**src/rtl/wash_program_sequencer_pkg.sv**
```systemverilog
//============================================================================
// Module      : wash_pkg
// Description : Shared state encoding, Moore output decode and defaults for
//               the wash program sequencer.
// Revision    : 1.0 - initial release
//============================================================================
`default_nettype none

package wash_pkg;

    localparam int c_tmo_default = 64;

    typedef enum logic [3:0] {
        IDLE        = 4'd0,
        FILL_W      = 4'd1,
        WASH        = 4'd2,
        DRAIN_W     = 4'd3,
        FILL_R      = 4'd4,
        RINSE       = 4'd5,
        DRAIN_R     = 4'd6,
        SPIN        = 4'd7,
        DONE        = 4'd8,
        ABORT_DRAIN = 4'd9,
        FAULT       = 4'd10
    } state_t;

    typedef struct packed {
        logic doorlock;
        logic fillvalve_on;
        logic drainvalve_on;
        logic motor_on;
        logic soap_wash;
        logic water_wash;
        logic done;
        logic fault;
    } outs_t;

    function automatic outs_t decode_outputs(state_t s);
        outs_t o;
        o = '0;
        case (s)
            FILL_W, FILL_R: begin
                o.doorlock     = 1'b1;
                o.fillvalve_on = 1'b1;
            end
            WASH: begin
                o.doorlock  = 1'b1;
                o.motor_on  = 1'b1;
                o.soap_wash = 1'b1;
            end
            RINSE: begin
                o.doorlock   = 1'b1;
                o.motor_on   = 1'b1;
                o.water_wash = 1'b1;
            end
            DRAIN_W, DRAIN_R, ABORT_DRAIN: begin
                o.doorlock      = 1'b1;
                o.drainvalve_on = 1'b1;
            end
            SPIN: begin
                o.doorlock      = 1'b1;
                o.drainvalve_on = 1'b1;
                o.motor_on      = 1'b1;
            end
            DONE:  o.done = 1'b1;
            // The drum stays unlocked in FAULT but keeps draining.
            FAULT: begin
                o.drainvalve_on = 1'b1;
                o.fault         = 1'b1;
            end
            default: o = '0;
        endcase
        return o;
    endfunction

endpackage

`default_nettype wire

```
**src/rtl/wash_program_sequencer_if.sv**
```systemverilog
//============================================================================
// Module      : wash_program_sequencer_if
// Description : Sensor/command inputs and actuator/status outputs of the
//               wash program sequencer.
// Revision    : 1.0 - initial release
//============================================================================
`default_nettype none

interface wash_program_sequencer_if;

    logic       start;
    logic       doorclose;
    logic       filled;
    logic       drained;
    logic       abort;
    logic       doorlock;
    logic       fillvalve_on;
    logic       drainvalve_on;
    logic       motor_on;
    logic       soap_wash;
    logic       water_wash;
    logic       done;
    logic       fault;
    logic [3:0] state_o;

    modport master (
        output start, doorclose, filled, drained, abort,
        input  doorlock, fillvalve_on, drainvalve_on, motor_on,
               soap_wash, water_wash, done, fault, state_o
    );

    modport slave (
        input  start, doorclose, filled, drained, abort,
        output doorlock, fillvalve_on, drainvalve_on, motor_on,
               soap_wash, water_wash, done, fault, state_o
    );

endinterface

`default_nettype wire

```
**src/rtl/wash_program_sequencer_phase_timer.sv**
```systemverilog
//============================================================================
// Module      : wash_phase_timer
// Description : Loadable down-counter timing the WASH, RINSE and SPIN phases.
// Revision    : 1.0 - initial release
//============================================================================
`default_nettype none

module wash_phase_timer #(
    parameter int W = 8
) (
    input  wire logic         clk,
    input  wire logic         rst,
    input  wire logic         load,
    input  wire logic [W-1:0] value,
    output logic              expire
);

    logic [W-1:0] r_count;

    // A zero length is clamped to one so every phase occupies its entry cycle.
    always_ff @(posedge clk) begin
        if (!rst) begin
            r_count <= '0;
        end else if (load) begin
            r_count <= (value == '0) ? W'(1) : value;
        end else if (r_count != '0) begin
            r_count <= r_count - W'(1);
        end
    end

    assign expire = (r_count == W'(1));

endmodule

`default_nettype wire

```
**src/rtl/wash_program_sequencer.sv**
```systemverilog
//============================================================================
// Module      : wash_program_sequencer
// Description : Fill/wash/drain/rinse/spin cycle sequencer with on-chip phase
//               timers, sensor timeouts, sticky fault and user abort.
// Revision    : 1.0 - initial release
//============================================================================
`default_nettype none

module wash_program_sequencer
    import wash_pkg::*;
#(
    parameter int CNT_W = 8,
    parameter int TMO   = c_tmo_default
) (
    input  wire logic                  clk,
    input  wire logic                  rst,
    wash_program_sequencer_if.slave    bus,
    input  wire logic [CNT_W-1:0]      wash_time,
    input  wire logic [CNT_W-1:0]      rinse_time,
    input  wire logic [CNT_W-1:0]      spin_time,
    input  wire logic [1:0]            rinse_count
);

    localparam int c_tmo_w = $clog2(TMO + 1);

    state_t             r_state;
    state_t             w_next;
    outs_t              w_outs;
    logic [CNT_W-1:0]   r_wash_time;
    logic [CNT_W-1:0]   r_rinse_time;
    logic [CNT_W-1:0]   r_spin_time;
    logic [1:0]         r_rinse_left;
    logic [c_tmo_w-1:0] r_tmo;
    logic               w_tmo_hit;
    logic               w_rinse_dec;
    logic               w_phase_load;
    logic [CNT_W-1:0]   w_phase_value;
    logic               w_phase_expire;

    // r_tmo is 0 in the entry cycle, so TMO-1 marks the last allowed cycle.
    assign w_tmo_hit = (r_tmo >= c_tmo_w'(TMO - 1));

    always_ff @(posedge clk) begin
        if (!rst) begin
            r_state <= IDLE;
        end else begin
            r_state <= w_next;
        end
    end

    always_comb begin
        w_next      = r_state;
        w_rinse_dec = 1'b0;
        w_outs      = decode_outputs(r_state);
        case (r_state)
            IDLE: begin
                if (bus.start && bus.doorclose) w_next = FILL_W;
            end
            FILL_W: begin
                if (bus.abort)       w_next = ABORT_DRAIN;
                else if (bus.filled) w_next = WASH;
                else if (w_tmo_hit)  w_next = FAULT;
            end
            WASH: begin
                if (bus.abort)           w_next = ABORT_DRAIN;
                else if (w_phase_expire) w_next = DRAIN_W;
            end
            DRAIN_W: begin
                if (bus.abort)        w_next = ABORT_DRAIN;
                else if (bus.drained) w_next = (r_rinse_left != 2'd0) ? FILL_R : SPIN;
                else if (w_tmo_hit)   w_next = FAULT;
            end
            FILL_R: begin
                if (bus.abort)       w_next = ABORT_DRAIN;
                else if (bus.filled) w_next = RINSE;
                else if (w_tmo_hit)  w_next = FAULT;
            end
            RINSE: begin
                if (bus.abort)           w_next = ABORT_DRAIN;
                else if (w_phase_expire) w_next = DRAIN_R;
            end
            DRAIN_R: begin
                if (bus.abort) begin
                    w_next = ABORT_DRAIN;
                end else if (bus.drained) begin
                    w_rinse_dec = 1'b1;
                    w_next      = (r_rinse_left > 2'd1) ? FILL_R : SPIN;
                end else if (w_tmo_hit) begin
                    w_next = FAULT;
                end
            end
            SPIN: begin
                if (bus.abort)           w_next = ABORT_DRAIN;
                else if (w_phase_expire) w_next = DONE;
            end
            DONE: begin
                if (!bus.start) w_next = IDLE;
            end
            ABORT_DRAIN: begin
                if (bus.drained)    w_next = IDLE;
                else if (w_tmo_hit) w_next = FAULT;
            end
            FAULT:   w_next = FAULT;
            default: w_next = IDLE;
        endcase
    end

    always_ff @(posedge clk) begin
        if (!rst) begin
            r_wash_time  <= '0;
            r_rinse_time <= '0;
            r_spin_time  <= '0;
            r_rinse_left <= '0;
            r_tmo        <= '0;
        end else begin
            if (r_state == IDLE && w_next == FILL_W) begin
                r_wash_time  <= wash_time;
                r_rinse_time <= rinse_time;
                r_spin_time  <= spin_time;
                r_rinse_left <= rinse_count;
            end else if (w_rinse_dec) begin
                r_rinse_left <= r_rinse_left - 2'd1;
            end
            if (w_next != r_state) begin
                r_tmo <= '0;
            end else if (r_tmo != c_tmo_w'(TMO)) begin
                r_tmo <= r_tmo + c_tmo_w'(1);
            end
        end
    end

    // The single phase timer is reloaded on entry to each timed state.
    always_comb begin
        w_phase_load  = (w_next != r_state) &&
                        (w_next == WASH || w_next == RINSE || w_next == SPIN);
        w_phase_value = r_spin_time;
        case (w_next)
            WASH:    w_phase_value = r_wash_time;
            RINSE:   w_phase_value = r_rinse_time;
            default: w_phase_value = r_spin_time;
        endcase
    end

    wash_phase_timer #(
        .W      (CNT_W)
    ) u_phase_timer (
        .clk    (clk),
        .rst    (rst),
        .load   (w_phase_load),
        .value  (w_phase_value),
        .expire (w_phase_expire)
    );

    assign bus.doorlock      = w_outs.doorlock;
    assign bus.fillvalve_on  = w_outs.fillvalve_on;
    assign bus.drainvalve_on = w_outs.drainvalve_on;
    assign bus.motor_on      = w_outs.motor_on;
    assign bus.soap_wash     = w_outs.soap_wash;
    assign bus.water_wash    = w_outs.water_wash;
    assign bus.done          = w_outs.done;
    assign bus.fault         = w_outs.fault;
    assign bus.state_o       = r_state;

endmodule

`default_nettype wire

```
**src/flat_wrapper.sv**
```systemverilog
// flat-port wrapper written by rule: the top's interface ports become plain ports
module wash_program_sequencer_flat import wash_pkg::*;
#(
    parameter int CNT_W = 8,
    parameter int TMO   = c_tmo_default
)
  (clk, rst, wash_time, rinse_time, spin_time, rinse_count, bus_start, bus_doorclose, bus_filled, bus_drained, bus_abort, bus_doorlock, bus_fillvalve_on, bus_drainvalve_on, bus_motor_on, bus_soap_wash, bus_water_wash, bus_done, bus_fault, bus_state_o);
  wash_program_sequencer_if bus_i ();
  input  wire logic clk;
  input  wire logic rst;
  input  wire logic [CNT_W-1:0] wash_time;
  input  wire logic [CNT_W-1:0] rinse_time;
  input  wire logic [CNT_W-1:0] spin_time;
  input  wire logic [1:0] rinse_count;
  input wire logic [$bits(bus_i.start)-1:0] bus_start;
  input wire logic [$bits(bus_i.doorclose)-1:0] bus_doorclose;
  input wire logic [$bits(bus_i.filled)-1:0] bus_filled;
  input wire logic [$bits(bus_i.drained)-1:0] bus_drained;
  input wire logic [$bits(bus_i.abort)-1:0] bus_abort;
  output wire logic [$bits(bus_i.doorlock)-1:0] bus_doorlock;
  output wire logic [$bits(bus_i.fillvalve_on)-1:0] bus_fillvalve_on;
  output wire logic [$bits(bus_i.drainvalve_on)-1:0] bus_drainvalve_on;
  output wire logic [$bits(bus_i.motor_on)-1:0] bus_motor_on;
  output wire logic [$bits(bus_i.soap_wash)-1:0] bus_soap_wash;
  output wire logic [$bits(bus_i.water_wash)-1:0] bus_water_wash;
  output wire logic [$bits(bus_i.done)-1:0] bus_done;
  output wire logic [$bits(bus_i.fault)-1:0] bus_fault;
  output wire logic [$bits(bus_i.state_o)-1:0] bus_state_o;
  assign bus_i.start = bus_start;
  assign bus_i.doorclose = bus_doorclose;
  assign bus_i.filled = bus_filled;
  assign bus_i.drained = bus_drained;
  assign bus_i.abort = bus_abort;
  assign bus_doorlock = bus_i.doorlock;
  assign bus_fillvalve_on = bus_i.fillvalve_on;
  assign bus_drainvalve_on = bus_i.drainvalve_on;
  assign bus_motor_on = bus_i.motor_on;
  assign bus_soap_wash = bus_i.soap_wash;
  assign bus_water_wash = bus_i.water_wash;
  assign bus_done = bus_i.done;
  assign bus_fault = bus_i.fault;
  assign bus_state_o = bus_i.state_o;
  wash_program_sequencer #(.CNT_W(CNT_W), .TMO(TMO)) u_core (.clk(clk), .rst(rst), .bus(bus_i), .wash_time(wash_time), .rinse_time(rinse_time), .spin_time(spin_time), .rinse_count(rinse_count));
endmodule
```
**config.mk**
```make
export PLATFORM = sky130hd
export DESIGN_NAME = wash_program_sequencer_flat
export DESIGN_NICKNAME = d
export VERILOG_FILES = /design/src/rtl/wash_program_sequencer_pkg.sv /design/src/rtl/wash_program_sequencer_if.sv /design/src/rtl/wash_program_sequencer_phase_timer.sv /design/src/rtl/wash_program_sequencer.sv /design/src/flat_wrapper.sv
export SDC_FILE = /design/constraint.sdc
export NUM_CORES = 1
export LEC_CHECK = 0
export CORE_MARGIN = 2
export CORE_UTILIZATION = 60
export CTS_BUF_LIST = sky130_fd_sc_hd__clkbuf_2
export CTS_CLUSTER_DIAMETER = 40
export DETAILED_ROUTE_END_ITERATION = 7
export DONT_BUFFER_PORTS = 1
export GPL_TIMING_DRIVEN = 1
export PLACE_DENSITY = 0.81
export SLEW_MARGIN = 20
export SYNTH_ARGS = -nofsm -noshare
export SYNTH_HDL_FRONTEND = slang
export SYNTH_SLANG_ARGS = --single-unit
```
**constraint.sdc**
```tcl
create_clock -name clk -period 3.1 [get_ports clk]
set_clock_uncertainty 0.05 [all_clocks]
set_input_delay 0.62 -clock clk [delete_from_list [all_inputs] [get_ports clk]]
set_output_delay 0.62 -clock clk [all_outputs]
set_load 0.02 [all_outputs]
```
==> reports/results.ini, run 1 <==
[run_status]
status=finished clean

[synthesis]
yosys.area.top_type_share_pct=32.0
synth.largest_area_cell=dfxtp_1
synthDistinctLibCells=60
async_flop_share_pct=0
syn_inst=349
yosysWarnings=0
yosys-top-cells-area=dfxtp_1, nand2_1, a21boi_0
synth_area_um2=2820
ys_seq_elements=45
synth_edf_count=0
ys_seq_area_share_pct=32.0
synth_ff_type=dfxtp_1
syn_nets=389
avgSynthCellArea_um2=8.08

[setup_path]
cp_max_fo=18
crit_cells=12
rrSetupSlack_ns=0.16
crit_end=u_core.u_phase_timer.r_count[0]
r2r-start=u_core.bus.state_o[2]
crit_chain=or4b_1 > o21ai_2 > a21bo_1 > a41oi_2 > buf_4 > nor4_4 > buf_4 > a32o_1 > a21oi_1 > nor3b_1 > nand4_1 > a31oi_1
slowest_stage=or4b_1
path_buf_inv=2
worstPathRequired_ns=3.44
crit_family=compound AO/OA/AOI/OAI gates
cp-end-kind=register
r2r-end=u_core.u_phase_timer.r_count[0]
reg2reg_depth=12
crit_top_cell=buf_4
crit_start=u_core.bus.state_o[2]
arrival_ns=3.28
critical_path_class=register to register
slowest_delay_ns=0.63
cp-start-kind=register

[floorplan]
dieArea_um2=5260
start_util_pct=63.4
die_w_um=72.5
core_um2=4440
rows=24
die_y_um=72.5
design.portCount=45

[timing]
finalCriticalPeriod_ns=2.94
rsz0062_at_grt=false
slew_violations=0
slew_headroom_pct=58.1
hold_viol=0
worst_slew_pin_slew_ns=0.623
setup_viol=0
setup_tns_ns=0
finalCritPeriodShare_pct=94.8
max_freq_mhz=340

[power_and_ir_drop]
sequentialPowerShare_pct=45.5
vdd_drop_max_mv=0.404
clkPwrFrac_pct=21.9
p_total_mw=1.59
comb_power_share_pct=32.6
power.leakage_nw=1.17
power.switching_mw=0.560
power_density_nw_per_um2=518
p_sw_share_pct=35.1
p_int_mw=1.03

[drt]
drc=0
drt_iter0_markers=253
routed-via-count=2519
dr.pass1.iters=4
viasPerCell=6.03
wirelength_um=6120
wl_per_cell_um=14.6
final_antenna_net_count=0

[layout]
final_common_cell=nand2_1
final_cell_mix=nand2_1, dfxtp_1, buf_4
n_antenna_cell=0
layout-drive-gt1-share_pct=15.6
nets=405
area_delta_synth_final_pct=9.23
stdcell_area_um2=3080

[global_routing]
grt_first_pass_wirelength_um=10200
grt-ovfl-total=0
antenna_found_initial=0
grt_start_max_net_pins=40
track_usage_pct=24.1
grt_pass1_vias=2333

[clock_tree]
cts_buffer_depth=2
cts_tree=built
cts_root_buf=clkbuf_2
cts_buffers=5
htree_levels=2
cts.clk_slew.worst_paths_ns=0.25
cts_num_sinks=45
clk_latency_ns=0.43
cts_hold_buf=0

[placement]
place.gp.congestion=0.902
hpwl_um=4560
dpl_cell_area_um2=2980
io_buffers=0

[flow_run]
drv_cap=0

[worst_hold_path]
hold_class=primary input to register

-- state kept, by name (all words and copies together) (netlist names) --
name                          flops
u_core.r_rinse_time               8
u_core.r_spin_time                8
u_core.r_wash_time                8
u_core.u_phase_timer.r_count      8
u_core.r_tmo                      7
u_core.bus.state_o                4
u_core.r_rinse_left               2
-- cell usage after synthesis, types with 4 or more instances --
| cell type | n |
|---|---|
| xor2_1 | 7 |
| nor3_1 | 9 |
| buf_4 | 4 |
| dfxtp_1 | 45 |
| inv_1 | 10 |
| nand4_1 | 5 |
| a32o_1 | 4 |
| nand2_1 | 63 |
| o211a_1 | 4 |
| mux2i_1 | 4 |
| nand3_1 | 9 |
| nand2b_1 | 7 |
| a22o_1 | 4 |
| clkbuf_1 | 9 |
| ha_1 | 7 |
| buf_2 | 4 |
| a21boi_0 | 25 |
| nor2_1 | 23 |
| a31oi_1 | 4 |
| xnor2_1 | 11 |
| o21ai_0 | 5 |
| nor2b_1 | 6 |
| a21oi_1 | 18 |
| and2_1 | 8 |
-- area by class of cell --
| class | count | area (µm²) |
|---|---|---|
| Clock buffer | 5 | 25.0 |
| Timing Repair Buffer | 29 | 218 |
| Inverter | 10 | 37.5 |
| Sequential cell | 45 | 903 |
| Multi-Input combinational cell | 274 | 1780 |
| Fill cell | 382 | 1370 |
| Tap cell | 52 | 65.1 |
| Clock inverter | 3 | 50.0 |
-- through the flow --
stage	hold slack (ns)	setup WS (ns)	cells	util, %
2_1_floorplan	0.393	0.0756	349	-
3_3_place_gp	0.401	0.0713	410	67.1
3_5_place_dp	0.407	0.0330	410	67.1
4_1_cts	0.218	0.00677	418	68.8
5_1_grt	0.196	0.00434	418	69.3
6_report	0.229	0.161	418	69.3
-- power groups by stage --
stage | Clock, mW | Combinational (mW) | Sequential (mW)
after floorplan | 0 | 0.424 | 0.718
after global placement | 0 | 0.506 | 0.731
after detailed placement | 0 | 0.514 | 0.737
after CTS | 0.354 | 0.519 | 0.724
after global routing | 0.378 | 0.582 | 0.735
final | 0.350 | 0.520 | 0.725
-- worst reg2reg max path, cell delays in order (launching register included) --
cell and delay, ns:
dfxtp_2 0.47, or4b_1 0.64, o21ai_2 0.12, a21bo_1 0.23, a41oi_2 0.20, buf_4 0.16, nor4_4 0.04, buf_4 0.15
a32o_1 0.22, a21oi_1 0.14, nor3b_1 0.23, nand4_1 0.11, a31oi_1 0.16
-- worst min-delay path by stage --
stage	slack [ns]	cells past startpoint	startpoint	endpoint
floorplan	0.39	2	u_core.r_wash_time[6]	u_core.r_wash_time[6]
global placement	0.40	2	u_core.r_wash_time[0]	u_core.r_wash_time[0]
detailed placement	0.41	2	u_core.r_wash_time[0]	u_core.r_wash_time[0]
CTS	0.22	1	rst	u_core.r_rinse_left[0]
global route	0.20	1	rst	u_core.u_phase_timer.r_count[1]
finish	0.23	2	wash_time[5]	u_core.r_wash_time[5]
-- per-layer routing --
metal	global-route usage (%)	wire (µm)	up-vias
li1	-	-	1266
met1	30.3	2700	1163
met2	41.6	2970	77
met3	3.89	348	13
met4	8.64	100	0
met5	0	0	-
-- cell families (layout without fill, tap and decap cells) --
| kind of cell | after synthesis | after routing | synth area share [%] |
|---|---|---|---|
| AND/OR/NAND/NOR | 155 | 155 | 28.5 |
| adder cells (fa/ha/maj) | 7 | 7 | 3.11 |
| AO/OA/AOI/OAI | 90 | 90 | 24.0 |
| multiplexers | 4 | 4 | 1.42 |
| buffers and inverters | 30 | 47 | 5.50 |
| flip-flops | 45 | 45 | 32.0 |
| XOR/XNOR | 18 | 18 | 5.59 |
-- what timing repair did --
action                     in CTS  in global routing
resized for setup               0                  5
setup endpoints to repair       0                 11
setup buffers                   0                  0
Note: power is estimated with default switching activity, not from simulation.
==> run 2: changes to the inputs <==
--- a/config.mk
+++ b/config.mk
@@ -12,8 +12,8 @@
 export DETAILED_ROUTE_END_ITERATION = 7
 export DONT_BUFFER_PORTS = 1
 export GPL_TIMING_DRIVEN = 1
-export PLACE_DENSITY = 0.81
-export SLEW_MARGIN = 20
+export PLACE_DENSITY = 0.76
+export SLEW_MARGIN = 5
 export SYNTH_ARGS = -nofsm -noshare
 export SYNTH_HDL_FRONTEND = slang
 export SYNTH_SLANG_ARGS = --single-unit
==> run 2 against run 1 <==
Against the previous run:
- critical path depth down 3
- via count down 1.6%
- worst hold slack better by 0.030 ns
- worst setup slack better by 0.045 ns
- die area unchanged
- clock power down 33%
- power down 6.2%
- flip-flop and latch count unchanged
- utilization up 1.0 points
- non-clock buffer count up 7
- critical path type unchanged
- critical endpoint is now u_core.u_phase_timer.r_count[7]
- largest cell class unchanged
- largest power group unchanged
- highest routed layer unchanged
==> reports/results.ini, run 2 (same netlist as run 1, synthesis figures left out) <==
[timing]
rsz0062_at_grt=false
holdWs_ns=0.259  ; +0.0304 ns
worst_slew_pin_slew_ns=0.621  ; -0.00159 ns
max_freq_mhz=346  ; +1.6%
setup_tns_ns=0  ; unchanged
fin_ws_ns=0.206  ; +0.0452 ns
setup_viol=0  ; unchanged
slew_violations=0  ; unchanged
slew_headroom_pct=58.3  ; +0.11 points
hold_viol=0  ; unchanged
finalCriticalPeriod_ns=2.89  ; -0.0452 ns
finalCritPeriodShare_pct=93.4  ; -1.5 points

[setup_path]
cp_max_fo=13  ; -5
cp-end-kind=register
critical_path_class=register to register
worstPathRequired_ns=3.38  ; -0.06 ns
cp-start-kind=register
arrival_ns=3.18  ; -0.10 ns

[floorplan]
die_y_um=72.5  ; unchanged
die_w_um=72.5  ; unchanged
start_util_pct=63.4  ; unchanged
design.portCount=45  ; unchanged
rows=24  ; unchanged
core_um2=4440  ; unchanged
dieArea_um2=5260  ; unchanged

[clock_tree]
cts_buffer_depth=2  ; unchanged
cts_hold_buf=0  ; unchanged
cts_tree=built
cts_buffers=5  ; unchanged
cts_num_sinks=45  ; unchanged
clk_latency_ns=0.41  ; -0.02 ns
cts_root_buf=clkbuf_2
htree_levels=2  ; unchanged
cts.clk_slew.worst_paths_ns=0.22  ; -0.03 ns

[global_routing]
track_usage_pct=24.2  ; +0.11 points
grt-ovfl-total=0  ; unchanged
grt_first_pass_wirelength_um=10100  ; -0.87%
grt_start_max_net_pins=40  ; unchanged
grt_pass1_vias=2278  ; -2.4%
antenna_found_initial=0  ; unchanged

[layout]
stdcell_area_um2=3120  ; +1.5%
n_antenna_cell=0  ; unchanged
fin_util_pct=70.3  ; +1.0 points
nets=412  ; +1.7%
final_common_cell=nand2_1
final_cell_mix=nand2_1, dfxtp_1, buf_4
instances_no_fill=424  ; +1.4%
layout-drive-gt1-share_pct=18.5  ; +3.0 points
area_delta_synth_final_pct=10.8

[power_and_ir_drop]
vdd_drop_max_mv=0.262  ; -35%
power.leakage_nw=1.19  ; +2.0%
power_density_nw_per_um2=479  ; -7.6%
p_total_mw=1.50  ; -6.2%

[drt]
wl_per_cell_um=14.5  ; -0.92%
viasPerCell=5.84  ; -3.0%
drt_iter0_markers=223  ; -12%
dr.pass1.iters=4  ; unchanged
routed-via-count=2478  ; -1.6%
wirelength_um=6150  ; +0.51%
drc=0  ; unchanged
final_antenna_net_count=0  ; unchanged

[placement]
dpl.cell_count=415  ; +1.2%
place.gp.congestion=0.961  ; +6.6%
io_buffers=0  ; unchanged
hpwl_um=4580  ; +0.53%
dpl_cell_area_um2=3020  ; +1.3%
place_ws_ns=0.0219  ; -0.0111 ns

[run_status]
status=finished clean

[flow_run]
drv_cap=0  ; unchanged

[worst_hold_path]
hold_class=primary input to register

[run 2: final cells by class]
| cell class | count | area, µm² |
|---|---|---|
| inverter | 10 | 37.5 |
| multi-input combinational | 274 | 1810 |
| clock inverter | 2 | 11.3 |
| sequential | 45 | 910 |
| clock buffer | 5 | 25.0 |
| fill | 369 | 1320 |
| timing repair buffer | 36 | 270 |
| tap | 52 | 65.1 |
[run 2: per-layer routing]
metal / part of all wire [%] / GRT usage, % / vias up
li1: - / - / 1279
met1: 46 / 31.7 / 1139
met2: 48 / 40.2 / 54
met3: 5.2 / 4.86 / 6
met4: 1.1 / 7.61 / 0
met5: 0 / 0 / -
[run 2: worst paths after layout]
kind	slack, ns	depth (start not counted)	endpoint	start
setup reg to reg	0.21	9	u_core.u_phase_timer.r_count[7]	u_core.bus.state_o[2]
hold / removal	0.26	1	u_core.u_phase_timer.r_count[4]	rst
hold reg to reg	0.43	2	u_core.r_spin_time[0]	u_core.r_spin_time[0]
setup / recovery	0.21	9	u_core.u_phase_timer.r_count[7]	u_core.bus.state_o[2]
[run 2: timing repair]
action / in CTS / in global routing
gates resized for setup: 1 / 13
endpoints found under the setup margin: 1 / 8
setup buffers: 0 / 2
endpoints found under the hold margin: 0 / 0
pin swaps: 0 / 1
[run 2: critical path, stage by stage, from the launching register on]
cell	delay (ns)
dfxtp_4	0.44
or4b_4	0.59
o21ai_2	0.11
a21bo_1	0.23
a41oi_2	0.23
a211o_1	0.21
xnor2_1	0.17
nand3_1	0.14
a22o_4	0.29
o311a_1	0.36
[run 2: power breakdown]
group / switching [mW] / internal (mW) / total, mW
sequential: 0.0742 / 0.650 / 0.724
combinational: 0.291 / 0.247 / 0.538
clock: 0.185 / 0.0485 / 0.233
